## config.mk

```make
export PLATFORM = sky130hd
export DESIGN_NAME = sw_debounce_flat
export DESIGN_NICKNAME = d
export VERILOG_FILES = /design/src/rtl/sw_debounce_if.sv /design/src/rtl/sw_debounce.sv /design/src/flat_wrapper.sv
export SDC_FILE = /design/constraint.sdc
export NUM_CORES = 1
export LEC_CHECK = 0
export CORE_UTILIZATION = 39
export DETAILED_ROUTE_END_ITERATION = 12
export PLACE_DENSITY = 0.62
export REMOVE_ABC_BUFFERS = 1
export SETUP_SLACK_MARGIN = 0.02
export SLEW_MARGIN = 5
export SYNTH_ARGS = -nofsm -noshare
export SYNTH_HDL_FRONTEND = slang
export SYNTH_SLANG_ARGS = --single-unit
```

## constraint.sdc

```tcl
create_clock -name clock -period 1.9 [get_ports clock]
set_input_delay 0.38 -clock clock [delete_from_list [all_inputs] [get_ports clock]]
set_output_delay 0.38 -clock clock [all_outputs]
set_load 0.005 [all_outputs]
```

## src/rtl/sw_debounce_if.sv

```systemverilog
// ----------------------------------------------------------------------------
// sw_debounce_if
// Groups the switch-conditioning signals into one bundle.
//   i_sw      raw switch pins (asynchronous to the debouncer clock)
//   o_sw      debounced switch level
//   o_rise    one-cycle pulse per bit on a settled 0->1 transition
//   o_fall    one-cycle pulse per bit on a settled 1->0 transition
//   o_change  one-cycle pulse when any bit rises or falls
// Modports:
//   master : the switch source / consumer side (drives i_sw, reads results)
//   slave  : the debouncer itself (reads i_sw, drives results)
// ----------------------------------------------------------------------------
interface sw_debounce_if #(
  parameter int NB_SW = 4
);
  logic [NB_SW-1:0] i_sw;
  logic [NB_SW-1:0] o_sw;
  logic [NB_SW-1:0] o_rise;
  logic [NB_SW-1:0] o_fall;
  logic             o_change;

  modport master (
    output i_sw,
    input  o_sw,
    input  o_rise,
    input  o_fall,
    input  o_change
  );

  modport slave (
    input  i_sw,
    output o_sw,
    output o_rise,
    output o_fall,
    output o_change
  );
endinterface

```

## src/rtl/sw_debounce.sv

```systemverilog
// ----------------------------------------------------------------------------
// sw_debounce
// Synchronises each raw switch bit into the clock domain and rejects contact
// bounce with a per-bit stability counter. The debounced level only flips
// after DEB_COUNT consecutive cycles in which the synchronised input differs
// from it; any return to the current level discards the partial count.
// Ports:
//   clock    single clock, all state on its rising edge
//   i_reset  asynchronous active-low reset, clears all state
//   bus      sw_debounce_if.slave: i_sw in, o_sw/o_rise/o_fall/o_change out
// Parameters:
//   NB_SW      number of independent switch bits
//   NB_DEB     width of each stability counter
//   DEB_COUNT  mismatch cycles needed to flip (2 .. 2**NB_DEB)
// All outputs are flop-driven; nothing combinational reaches them from i_sw.
// ----------------------------------------------------------------------------
module sw_debounce #(
  parameter int NB_SW     = 4,
  parameter int NB_DEB    = 16,
  parameter int DEB_COUNT = 50000
) (
  input  logic          clock,
  input  logic          i_reset,
  sw_debounce_if.slave  bus
);

  // Terminal count: DEB_COUNT-1 always fits in NB_DEB bits for the legal range.
  localparam logic [NB_DEB-1:0] CNT_LAST = NB_DEB'(DEB_COUNT - 1);

  logic [NB_SW-1:0]  sync1;
  logic [NB_SW-1:0]  sync2;
  logic [NB_SW-1:0]  sw_level;
  logic [NB_SW-1:0]  rise_pulse;
  logic [NB_SW-1:0]  fall_pulse;
  logic              change_pulse;
  logic [NB_SW-1:0]  flip;
  logic [NB_DEB-1:0] cnt      [NB_SW];
  logic [NB_DEB-1:0] cnt_next [NB_SW];

  // Per-bit stability logic. A flip happens on the edge where a mismatch is
  // seen with the counter already at its terminal value; the counter then
  // restarts from zero, as it does whenever the input agrees with the level.
  generate
    for (genvar gi = 0; gi < NB_SW; gi++) begin : g_bit
      logic mismatch;

      assign mismatch      = sync2[gi] ^ sw_level[gi];
      assign flip[gi]      = mismatch && (cnt[gi] == CNT_LAST);
      assign cnt_next[gi]  = (mismatch && !flip[gi]) ? cnt[gi] + NB_DEB'(1)
                                                     : '0;
    end
  endgenerate

  always_ff @(posedge clock or negedge i_reset) begin
    if (!i_reset) begin
      sync1        <= '0;
      sync2        <= '0;
      sw_level     <= '0;
      rise_pulse   <= '0;
      fall_pulse   <= '0;
      change_pulse <= 1'b0;
      for (int i = 0; i < NB_SW; i++) begin
        cnt[i] <= '0;
      end
    end else begin
      sync1        <= bus.i_sw;
      sync2        <= sync1;
      // A flipping bit always takes the synchronised value, which is the
      // inverse of its current level, so toggling is equivalent.
      sw_level     <= sw_level ^ flip;
      // Pulses are rebuilt every cycle, so they can never last two cycles.
      rise_pulse   <= flip & sync2;
      fall_pulse   <= flip & ~sync2;
      change_pulse <= |flip;
      for (int i = 0; i < NB_SW; i++) begin
        cnt[i] <= cnt_next[i];
      end
    end
  end

  assign bus.o_sw     = sw_level;
  assign bus.o_rise   = rise_pulse;
  assign bus.o_fall   = fall_pulse;
  assign bus.o_change = change_pulse;

endmodule

```

## src/flat_wrapper.sv

```systemverilog
// flat-port wrapper written by rule: the top's interface ports become plain ports
module sw_debounce_flat 
#(
  parameter int NB_SW     = 4,
  parameter int NB_DEB    = 16,
  parameter int DEB_COUNT = 50000
)
  (clock, i_reset, bus_i_sw, bus_o_sw, bus_o_rise, bus_o_fall, bus_o_change);
  sw_debounce_if #(.NB_SW(NB_SW)) bus_i ();
  input  logic clock;
  input  logic i_reset;
  input wire logic [$bits(bus_i.i_sw)-1:0] bus_i_sw;
  output wire logic [$bits(bus_i.o_sw)-1:0] bus_o_sw;
  output wire logic [$bits(bus_i.o_rise)-1:0] bus_o_rise;
  output wire logic [$bits(bus_i.o_fall)-1:0] bus_o_fall;
  output wire logic [$bits(bus_i.o_change)-1:0] bus_o_change;
  assign bus_i.i_sw = bus_i_sw;
  assign bus_o_sw = bus_i.o_sw;
  assign bus_o_rise = bus_i.o_rise;
  assign bus_o_fall = bus_i.o_fall;
  assign bus_o_change = bus_i.o_change;
  sw_debounce #(.NB_SW(NB_SW), .NB_DEB(NB_DEB), .DEB_COUNT(DEB_COUNT)) u_core (.clock(clock), .i_reset(i_reset), .bus(bus_i));
endmodule
```

# Word level (Yosys, flattened, before mapping)
# Index checks and enable logic that the tools add are counted.
# word_totals
input_bits,6
reg_bits,85
elab_cells,43
output_inout_bits,13
# op_classes
n_bitwise,8
addsub,4
n_reduce_logical,13
muxes,4
eq_ne,4
# op_table
operator,n
$add 16x1->16 const B,4
$eq 16x16->1 const B,4
$mux 16,4
$and 4x4->4,2
$logic_and 1x1->1,8
$logic_not 1->1,4
$not 4->4,1
$reduce_or 4->1,1
$xor 1x1->1,4
$xor 4x4->4,1

# Logic depth before layout (Yosys ltp)
# depth
word_depth,5
depth_mapped,7
depth_no_buf,5

# Least setup slack after synthesis
# OpenSTA, ideal clock, no wires.
# synth_path
path_type,register to register
start,reg u_core.cnt[26] (netlist bit)
end,reg (tool-made name)
t_required_ps,1775
n_path_buf,1
slack_ps,-52
synth_period_minus_slack_ps,1952
setup_time_ps,125
stages_incl_launch_ff,5
arrival_time_ps,1827
cell_sequence,dfrtp_1 -> or4_1 -> or4_1 -> buf_2 -> mux2_4
# synth_lines
item,line_no,rtl
start: declaration,sw_debounce.sv:37,logic [NB_DEB-1:0] cnt [NB_SW];
start signal: indexed assignment,sw_debounce.sv:76,cnt[i] <= cnt_next[i];

==> metrics.cfg <==
[status]
status=finished, violations left
violations=negative setup slack

[power]
p_leak_nw=1.924
power_mw=3.281
powerDensity_nw_per_um2=709.6
peakVddDrop_uv=434.4

[final_layout]
layout-drive-gt1-share_pct=14.05
fin_util_pct=49.12
num_antenna_cells=0
most-common-layout-cells=dfrtp_1, nor2_1, xnor2_1
fin_nets=425
syn2layout_area_growth_pct=19.50
final_common_cell=dfrtp_1

[clock_tree]
cts_buffer_depth=2
cts_tree=done
htree_levels=3
cts_root_buf=clkbuf_8
numCtsBuffers=9
clkSinkCount=85
clk_pin_slew_ps=80
cts_hold_buffers=0
clk-insertion-delay-late_ps=360

[timing]
worst_pin_slew_ps=482.5
worst_slack_ps=-37.77
slew-limit-headroom_pct=67.72
slew_violations=0
setup_violations=1
finalHoldViolations=0
tns_ps=-37.77
grt_setup_unrepaired=true
period_share_pct=102.0
min_period_ps=1938
skew_ps=13.77
max_freq_mhz=516.1

[global_route]
grt_pass1_wl_um=12540
antenna_found_initial=0
globalRouteTotalUtil_pct=15.70
grt_max_degree=86
gr-total-overflow=0
grt_pass1_vias=2644

[placement]
io_buffers=18
dp_hpwl_um=4820
place.gp.congestion=0.8312

[routing]
drt_iter0_drc=123
first_pass_iters=4
ant_nets=0
post_drt_wl_per_cell_um=12.95
vias=2726
drc_errors=0
viasPerCell=4.965
wl_um=7112

[floorplan]
num_rows=35
io_pins=19
die_w_um=101.6
die_h_um=101.6
start_util_pct=41.10
core-area_um2=9415
dieArea_um2=10330

[worst_setup_path]
r2r_start=u_core.cnt[29]$_DFF_PN0_
worstPathArrival_ps=2170
cp.required_ps=2140
path_max_fanout=6
path_class=reg -> reg
cp-end-kind=register
start_kind=register
cp-startpoint=u_core.cnt[29]$_DFF_PN0_

[yosys]
ys_seq_elements=85
ys_top_cells_by_area=dfrtp_1, xnor2_1, nor2_1
syn_avg_cell_area_um2=10.63
ys_warn_count=0
synth_top_area_share_pct=54.96
synth_top_area_cell=dfrtp_1
syn_area_um2=3870
yosysSeqAreaShare_pct=54.96
syn_inst=364
yosysUniqueCellTypes=34

[job]
drv_cap=0

[min_path]
hold_class=in -> async

## worst max-delay path: stages, from the launching register on
cell and delay (ps):
dfrtp_1 380, or4b_1 520, or4_4 600, mux2_4 310
## kinds of logic after synthesis
group / count (synthesis) / share of synthesized area [%]
AO/OA/AOI/OAI: 5 / 0.8729
XOR/XNOR: 58 / 13.13
adder cells (fa/ha/maj): 4 / 1.293
buffers and inverters: 16 / 2.004
flip-flops: 85 / 54.96
multiplexers: 4 / 1.358
AND/OR/NAND/NOR: 192 / 26.38
## metrics by stage
step	area, um^2	hold slack (ps)	setup WS, ps	cells
4_1_cts	4603	66.52	-31.51	548
3_3_place_gp	4392	331.8	-99.14	532
5_1_grt	4624	72.89	-82.44	549
3_5_place_dp	4392	343.4	-104.8	532
2_1_floorplan	3822	84.41	-75.65	356
6_report	4624	27.94	-37.77	549
## synthesized netlist by cell type
cell type	number
dfrtp_1	85
nor2_1	67
xnor2_1	41
nand3_1	24
nand4_1	20
xor2_1	17
nand2_1	15
nor4_1	13
nor3_1	11
inv_1	8
nor3b_1	8
and3_1	7
or4_1	5
clkbuf_1	4
ha_1	4
nor4bb_1	4
nand2b_1	3
a21oi_1	2
and4_1	2
buf_2	2
buf_6	2
mux2_2	2
mux2_4	2
nor4b_1	2
o31ai_1	2
or2_2	2
or3_1	2
or4b_1	2
and2_1	1
nand2_4	1
nand2b_4	1
nand4bb_1	1
o2111ai_1	1
or3b_2	1
## power breakdown
group	internal [mW]	switching [mW]
logic	0.0471	0.0794
registers	1.84	0.0278
clock network	0.646	0.644
## repair_timing
| action | in CTS | in global routing |
|---|---|---|
| setup endpoints to repair | 38 | 17 |
| hold endpoints to repair | 0 | 0 |
| setup buffers | 0 | 1 |
| resized for setup | 3 | 2 |
| pin swaps | 2 | 1 |
## registers in the layout, indices dropped and copies added (netlist names), named ones only
register,cells
u_core.sync2,4
u_core.bus.o_fall,4
u_core.bus.o_rise,4
u_core.bus.o_change,1
u_core.sync1,4
u_core.cnt,64
## area by class of cell
class	instances	area, um^2
fillers	870	4791
repair buffers	48	415.4
inverters	8	30.03
flip-flops and latches	85	2127
clock buffers	11	141.4
multi-input cells	263	1689
well taps	129	161.4
clock inverters	5	60.06
## layer usage
| layer | vias up | track usage [%] | wire, um |
|---|---|---|---|
| met1 | 1323 | 21.93 | 3542 |
| li1 | 1357 | - | - |
| met3 | 4 | 4.003 | 294 |
| met5 | - | 0 | 0 |
| met2 | 42 | 23.65 | 3216 |
| met4 | 0 | 5.686 | 59 |
## path summary, 6_finish.rpt
check | slack [ps] | end | cells after the start
max in group asynchronous | 1490 | u_core.cnt[35]$_DFF_PN0_ | 2
setup / recovery | -40 | register | 3
hold reg to reg | 360 | u_core.sync2[0]$_DFF_PN0_ | 0
min in group clock | 360 | u_core.sync2[0]$_DFF_PN0_ | 0
hold / removal | 30 | u_core.cnt[45]$_DFF_PN0_ | 2
setup reg to reg | -40 | register | 3
No activity file was read; power rests on OpenSTA's default activity.
